`config.mk`:
```
export PLATFORM = sky130hd
export DESIGN_NAME = uart_boot_loader
export DESIGN_NICKNAME = d
export VERILOG_FILES = /design/src/rtl/uart_boot_loader_pkg.sv /design/src/rtl/boot_word_packer.sv /design/src/rtl/uart_boot_loader.sv
export SDC_FILE = /design/constraint.sdc
export NUM_CORES = 1
export LEC_CHECK = 0
export BUFFER_PORTS_ARGS = -buffer_cell sky130_fd_sc_hd__clkbuf_2
export CAP_MARGIN = 20
export CORE_UTILIZATION = 55
export DETAILED_ROUTE_END_ITERATION = 8
export MAX_ROUTING_LAYER = met4
export PLACE_DENSITY = 0.75
export SLEW_MARGIN = 20
export SYNTH_ARGS = -nofsm -noshare
export SYNTH_HDL_FRONTEND = slang
export SYNTH_SLANG_ARGS = --single-unit
```
`constraint.sdc`:
```
create_clock -name clk_i -period 2.97 [get_ports clk_i]
set_input_delay 0.297 -clock clk_i [delete_from_list [all_inputs] [get_ports clk_i]]
set_output_delay 0.297 -clock clk_i [all_outputs]
set_load 0.01 [all_outputs]
```
`src/rtl/uart_boot_loader_pkg.sv`:
```
// uart_boot_loader_pkg: shared types and constants for the UART boot loader.
package uart_boot_loader_pkg;

    typedef enum logic [2:0] {IDLE, SYNC, CNT0, CNT1, DATA, CSUM, DONE, ERR} state_t;

    localparam logic [7:0] MAGIC_DEF = 8'hA5;
    localparam int CNT_W = 16;

    typedef logic [1:0] lane_t;

endpackage

```
`src/rtl/boot_word_packer.sv`:
```
// boot_word_packer: packs bytes little-endian into 32-bit words and keeps an 8-bit running sum.
module boot_word_packer
    import uart_boot_loader_pkg::*;
(
    input  logic        clk_i,
    input  logic        rst_ni,
    input  logic        clr_i,
    input  logic        dv_i,
    input  logic [7:0]  byte_i,
    output logic [31:0] word_o,
    output logic        word_vld_o,
    output logic [7:0]  sum_o
);

    lane_t       lane_q;
    logic [23:0] sh_q;
    logic [7:0]  sum_q;

    always_ff @(posedge clk_i or negedge rst_ni) begin
        if (!rst_ni) begin
            lane_q <= '0;
            sh_q   <= '0;
            sum_q  <= '0;
        end else if (clr_i) begin
            lane_q <= '0;
            sum_q  <= '0;
        end else if (dv_i) begin
            lane_q <= lane_q + 2'd1;
            sum_q  <= sum_q + byte_i;
            sh_q   <= {byte_i, sh_q[23:8]};
        end
    end

    // The 4th byte completes the word combinationally so the top can register it with one cycle latency.
    assign word_o     = {byte_i, sh_q};
    assign word_vld_o = dv_i && lane_q == 2'd3;
    assign sum_o      = sum_q;

endmodule

```
`src/rtl/uart_boot_loader.sv`:
```
// uart_boot_loader: parses a framed UART download into ICCM word writes and holds the
// core in reset until a frame completes with a good checksum.
module uart_boot_loader
    import uart_boot_loader_pkg::*;
#(
    parameter int unsigned ADDR_WIDTH     = 12,
    parameter int unsigned MAX_WORDS      = 4096,
    parameter logic [7:0]  MAGIC          = MAGIC_DEF,
    parameter int unsigned TIMEOUT_CYCLES = 2000000
) (
    input  logic                  clk_i,
    input  logic                  rst_ni,
    input  logic                  prog_i,
    input  logic                  rx_dv_i,
    input  logic [7:0]            rx_byte_i,
    output logic                  we_o,
    output logic [ADDR_WIDTH-1:0] addr_o,
    output logic [31:0]           wdata_o,
    output logic                  prog_rst_no,
    output logic                  busy_o,
    output logic                  done_o,
    output logic                  err_o
);

    localparam int TW = $clog2(TIMEOUT_CYCLES + 1);

    state_t                state_q;
    logic                  prog_q, we_q, done_q, err_q;
    logic [ADDR_WIDTH-1:0] addr_q;
    logic [31:0]           wdata_q;
    logic [CNT_W-1:0]      cnt_q, idx_q;
    logic [TW-1:0]         tmo_q;

    logic             rise, timed, tmo_hit, word_vld;
    logic [31:0]      word;
    logic [7:0]       sum;
    logic [CNT_W-1:0] cnt_full;

    assign rise     = prog_i && !prog_q;
    assign timed    = state_q inside {CNT0, CNT1, DATA, CSUM};
    assign tmo_hit  = timed && !rx_dv_i && tmo_q == TW'(TIMEOUT_CYCLES - 1);
    assign cnt_full = {rx_byte_i, cnt_q[7:0]};

    // Held clear throughout CNT1 so every frame, including ERR retries, starts from lane 0 and sum 0.
    boot_word_packer u_packer (
        .clk_i      (clk_i),
        .rst_ni     (rst_ni),
        .clr_i      (state_q == CNT1),
        .dv_i       (rx_dv_i && !rise && state_q == DATA),
        .byte_i     (rx_byte_i),
        .word_o     (word),
        .word_vld_o (word_vld),
        .sum_o      (sum)
    );

    always_ff @(posedge clk_i or negedge rst_ni) begin
        if (!rst_ni) begin
            state_q <= IDLE;
            prog_q  <= 1'b0;
            we_q    <= 1'b0;
            addr_q  <= '0;
            wdata_q <= '0;
            done_q  <= 1'b0;
            err_q   <= 1'b0;
            cnt_q   <= '0;
            idx_q   <= '0;
            tmo_q   <= '0;
        end else begin
            prog_q <= prog_i;
            we_q   <= word_vld;
            tmo_q  <= (rx_dv_i || !timed) ? '0 : tmo_q + 1'b1;
            if (word_vld) begin
                addr_q  <= idx_q[ADDR_WIDTH-1:0];
                wdata_q <= word;
                idx_q   <= idx_q + 1'b1;
            end
            if (rise) begin
                state_q <= SYNC;
                done_q  <= 1'b0;
                err_q   <= 1'b0;
            end else if (tmo_hit) begin
                state_q <= ERR;
                err_q   <= 1'b1;
            end else if (rx_dv_i) begin
                case (state_q)
                    SYNC: if (rx_byte_i == MAGIC) state_q <= CNT0;
                    ERR: if (rx_byte_i == MAGIC) begin
                        state_q <= CNT0;
                        err_q   <= 1'b0;
                    end
                    CNT0: begin
                        cnt_q[7:0] <= rx_byte_i;
                        state_q    <= CNT1;
                    end
                    CNT1: begin
                        cnt_q[15:8] <= rx_byte_i;
                        idx_q       <= '0;
                        if (cnt_full == '0 || cnt_full > CNT_W'(MAX_WORDS)) begin
                            state_q <= ERR;
                            err_q   <= 1'b1;
                        end else state_q <= DATA;
                    end
                    DATA: if (word_vld && idx_q == cnt_q - 16'd1) state_q <= CSUM;
                    CSUM: if (sum + rx_byte_i == 8'd0) begin
                        state_q <= DONE;
                        done_q  <= 1'b1;
                    end else begin
                        state_q <= ERR;
                        err_q   <= 1'b1;
                    end
                    default: ;
                endcase
            end
        end
    end

    assign we_o        = we_q;
    assign addr_o      = addr_q;
    assign wdata_o     = wdata_q;
    assign done_o      = done_q;
    assign err_o       = err_q;
    assign busy_o      = timed || state_q == SYNC;
    assign prog_rst_no = state_q inside {IDLE, DONE};

endmodule

```
==> impl_metrics.json <==
{
  "final_antenna_net_count": 0,
  "power_per_cell_area_mw_per_mm2": 828,
  "timing.critical_path.from_type": "register",
  "die_area_mm2": 0.0127,
  "synth_top_family_by_area": "simple AND/OR/NAND/NOR gates",
  "drtIter0Drc": 415,
  "die_x_um": 113,
  "hold_start": "rx_byte_i[0]",
  "drtPass1Iterations": 5,
  "placement_rows": 40,
  "cts_tree": "built",
  "total_switching_power_mw": 2.10,
  "cts_inserted_buffers": 17,
  "timing.reg2reg.worst_path_depth": 8,
  "grt-ovfl-total": 0,
  "flow.area_growth_from_synthesis_pct": 16.3,
  "post-route-util": 0.656,
  "post-cts-setup-buffers": 0,
  "synth_simple_gate_area_share": 0.278,
  "r2r_start": "state_q[0]$_DFFE_PN0P_",
  "wire_length_of_the_first_global_routing_pass_mm": 25.1,
  "fp.dieH_um": 113,
  "number_of_enable_type_register_cells_in_the_synthesized_netlist": 0,
  "hpwl_mm": 9.96,
  "setup_ws_final_ns": 0.146,
  "detailed_route_drc_error_count": 0,
  "timing.critical_path.from": "state_q[0]$_DFFE_PN0P_",
  "clock_sink_count": 138,
  "max-vdd-ir-drop_v": 0.000497,
  "synth_compound_area_frac": 0.0472,
  "grt_pass1_vias": 5222,
  "final_nets": 822,
  "setup_violations": 0,
  "synth.top_cell.area_share": 0.512,
  "ys.flop_type": "sky130_fd_sc_hd__dfrtp_1",
  "buffer_ports.inserted": 60,
  "syn_inst": 735,
  "seqPwrFrac": 0.402,
  "start_util": 0.563,
  "fmax_ghz": 0.354,
  "routed_via_density": 5.64,
  "synth_mux_area_frac": 0.0342,
  "detail_route.wl_per_cell_um": 15.5,
  "dominant_cells_by_area_after_synthesis": "sky130_fd_sc_hd__dfrtp_1 (51%), sky130_fd_sc_hd__nand2_1 (14%), sky130_fd_sc_hd__xor2_1 (4.3%), sky130_fd_sc_hd__xnor2_1 (3.4%), sky130_fd_sc_hd__nor2_1 (3.0%)",
  "synth-seq-area-share": 0.512,
  "syn_area_mm2": 0.00674,
  "cp_data_required_time_ns": 3.27,
  "criticalPathCategory": "register to register",
  "setup-tns-final_ns": 0,
  "ctsLongestPathBuffers": 2,
  "ys_seq_elements": 138,
  "crit_arrival_ns": 3.13,
  "cts_max_level": 4,
  "pin_count_of_the_biggest_net_entering_global_routing": 71,
  "globalplace.congestion": 0.907,
  "run_status": "complete, no violations",
  "ioPinCount": 61,
  "switching_share": 0.323,
  "timing.max_slew.rel_slack": 0.518,
  "power.combinational.fraction": 0.263,
  "groute.usage.overall": 0.261,
  "layout_min_cycle_time_ns": 2.82,
  "fp.coreArea_mm2": 0.0120,
  "yosys-top-cells-count": "sky130_fd_sc_hd__nand2_1 (245), sky130_fd_sc_hd__dfrtp_1 (138), sky130_fd_sc_hd__nor2_1 (54)",
  "crit_path_end_kind": "register",
  "netlist.top_cell.by_area": "sky130_fd_sc_hd__dfrtp_1",
  "fin_worst_skew_ns": 0.00630,
  "detailroute.via_count": 5380,
  "totalWireLength_mm": 14.8,
  "synthMostInstantiatedCell": "sky130_fd_sc_hd__nand2_1",
  "ctsRootBufferMaster": "sky130_fd_sc_hd__clkbuf_16",
  "clk_latency_ns": 0.42,
  "clock_power_share": 0.335,
  "avgSynthCellArea_um2": 9.17,
  "holdPathStages": 3,
  "initial_antenna_violation_count": 0,
  "synth-xor-area-share": 0.0767,
  "setup_repair_after_global_routing_missed_its_margin": "no",
  "slew_at_the_pin_with_the_worst_max_slew_slack_ns": 0.722,
  "post-place-ws_ns": 0.129,
  "place_inst": 922,
  "crit_path_max_fanout": 4,
  "final_hold_viol_count": 0,
  "min_path_type": "input pin to register",
  "async_reset_ff_frac": 1.00,
  "post-layout-total-power_mw": 6.49,
  "synth_warnings": 0,
  "leakagePower_nw": 3.95,
  "finalMaxSlewViolations": 0,
  "final_cell_count_no_fill": 954,
  "layout-drive-gt1-share": 0.156,
  "final.period_utilization": 0.951,
  "clk_pin_slew_worst_paths_ns": 0.06,
  "antennaDiodeCount": 0,
  "drv.max_cap_violation_count": 0,
  "synth_fp_nets": 761,
  "internal_mw": 4.39,
  "synth_adder_area_share": 0.0271,
  "synth_cell_types": 51
}
==> through the flow <==
step	cell area, um^2	hold WS [ns]
after floorplan	6740	0.00141
after global placement	7210	0.326
after detailed placement	7210	0.334
after CTS	7840	0.172
after global routing	7840	0.209
final	7840	0.181
==> per-layer routing <==
metal,track usage,wire length (um)
met1,0.351,6920
met2,0.397,6840
met3,0.0525,732
met4,0.0951,291
met5,-,0
==> cells by family (layout without fill, tap and decap cells) <==
| logic type | count (synthesis) | in the layout |
|---|---|---|
| simple gates | 412 | 412 |
| flops | 138 | 138 |
| xor+xnor | 59 | 59 |
| compound gates | 48 | 48 |
| buf+inv | 43 | 115 |
| mux | 21 | 21 |
| fa+ha+maj | 14 | 14 |
==> final timing paths <==
kind | endpoint | slack (ns)
worst max-delay path | state_q[1]$_DFFE_PN0P_ | 0.15
worst min-delay path | wdata_o[24]$_DFFE_PN0P_ | 0.18
worst max register to register | state_q[1]$_DFFE_PN0P_ | 0.15
worst min register to register | wdata_o[3]$_DFFE_PN0P_ | 0.47
max in group asynchronous | idx_q[11]$_DFF_PN0_ | 1.73
min in group asynchronous | addr_o[8]$_DFFE_PN0P_ | 0.45
==> state kept, by name, indices dropped and copies added, names as in the netlist, 2 cells and up <==
register         flops
wdata_o             32
u_packer.sh_q       24
tmo_q               21
cnt_q               16
idx_q               16
addr_o              12
u_packer.sum_o       8
state_q              3
u_packer.lane_q      2
==> layout by cell type, fill, tap and decap left out, types with 5 or more instances in the layout <==
cell,instances
sky130_fd_sc_hd__clkbuf_2,59
sky130_fd_sc_hd__dfrtp_1,138
sky130_fd_sc_hd__nor4_1,6
sky130_fd_sc_hd__o21ai_0,15
sky130_fd_sc_hd__nand2_1,245
sky130_fd_sc_hd__buf_4,11
sky130_fd_sc_hd__or3_1,6
sky130_fd_sc_hd__a21oi_1,11
sky130_fd_sc_hd__nand4_1,14
sky130_fd_sc_hd__nor2_1,53
sky130_fd_sc_hd__nor3_1,11
sky130_fd_sc_hd__xnor2_1,26
sky130_fd_sc_hd__a211oi_1,5
sky130_fd_sc_hd__inv_1,10
sky130_fd_sc_hd__ha_1,13
sky130_fd_sc_hd__mux2_2,16
sky130_fd_sc_hd__clkbuf_16,17
sky130_fd_sc_hd__and3_1,10
sky130_fd_sc_hd__nand2b_1,9
sky130_fd_sc_hd__xor2_1,33
sky130_fd_sc_hd__nand3_1,21
sky130_fd_sc_hd__mux2i_1,5
==> worst max-delay path: stages, from the launching register on <==
cell	delay, ns
sky130_fd_sc_hd__dfrtp_1	0.38
sky130_fd_sc_hd__or3b_4	0.42
sky130_fd_sc_hd__or4_4	0.43
sky130_fd_sc_hd__or4_1	0.55
sky130_fd_sc_hd__nor4_2	0.19
sky130_fd_sc_hd__nand4_1	0.18
sky130_fd_sc_hd__o31ai_4	0.27
sky130_fd_sc_hd__and4bb_1	0.23
sky130_fd_sc_hd__nor3_1	0.05
==> layout make-up <==
type,instances,area [um^2]
Multi-Input combinational cell,554,3120
Clock inverter,11,173
Inverter,10,37.5
Fill cell,962,4120
Clock buffer,19,433
Tap cell,147,184
Timing Repair Buffer,75,440
Sequential cell,138,3450
==> what timing repair did <==
item / CTS / global route
setup endpoints to repair: 0 / 1
endpoints found under the hold margin: 69 / 0
hold buffers: 2 / 0
gates resized for setup: 0 / 1
==> power groups by stage <==
stage | registers [mW] | logic [mW] | clock network [mW]
finish | 2.61 | 1.71 | 2.17
global route | 2.66 | 1.91 | 2.29
CTS | 2.59 | 1.70 | 2.20
detailed placement | 2.62 | 1.68 | 0
global placement | 2.60 | 1.62 | 0
floorplan | 2.52 | 1.29 | 0
Power figures use the tool's default switching activity.
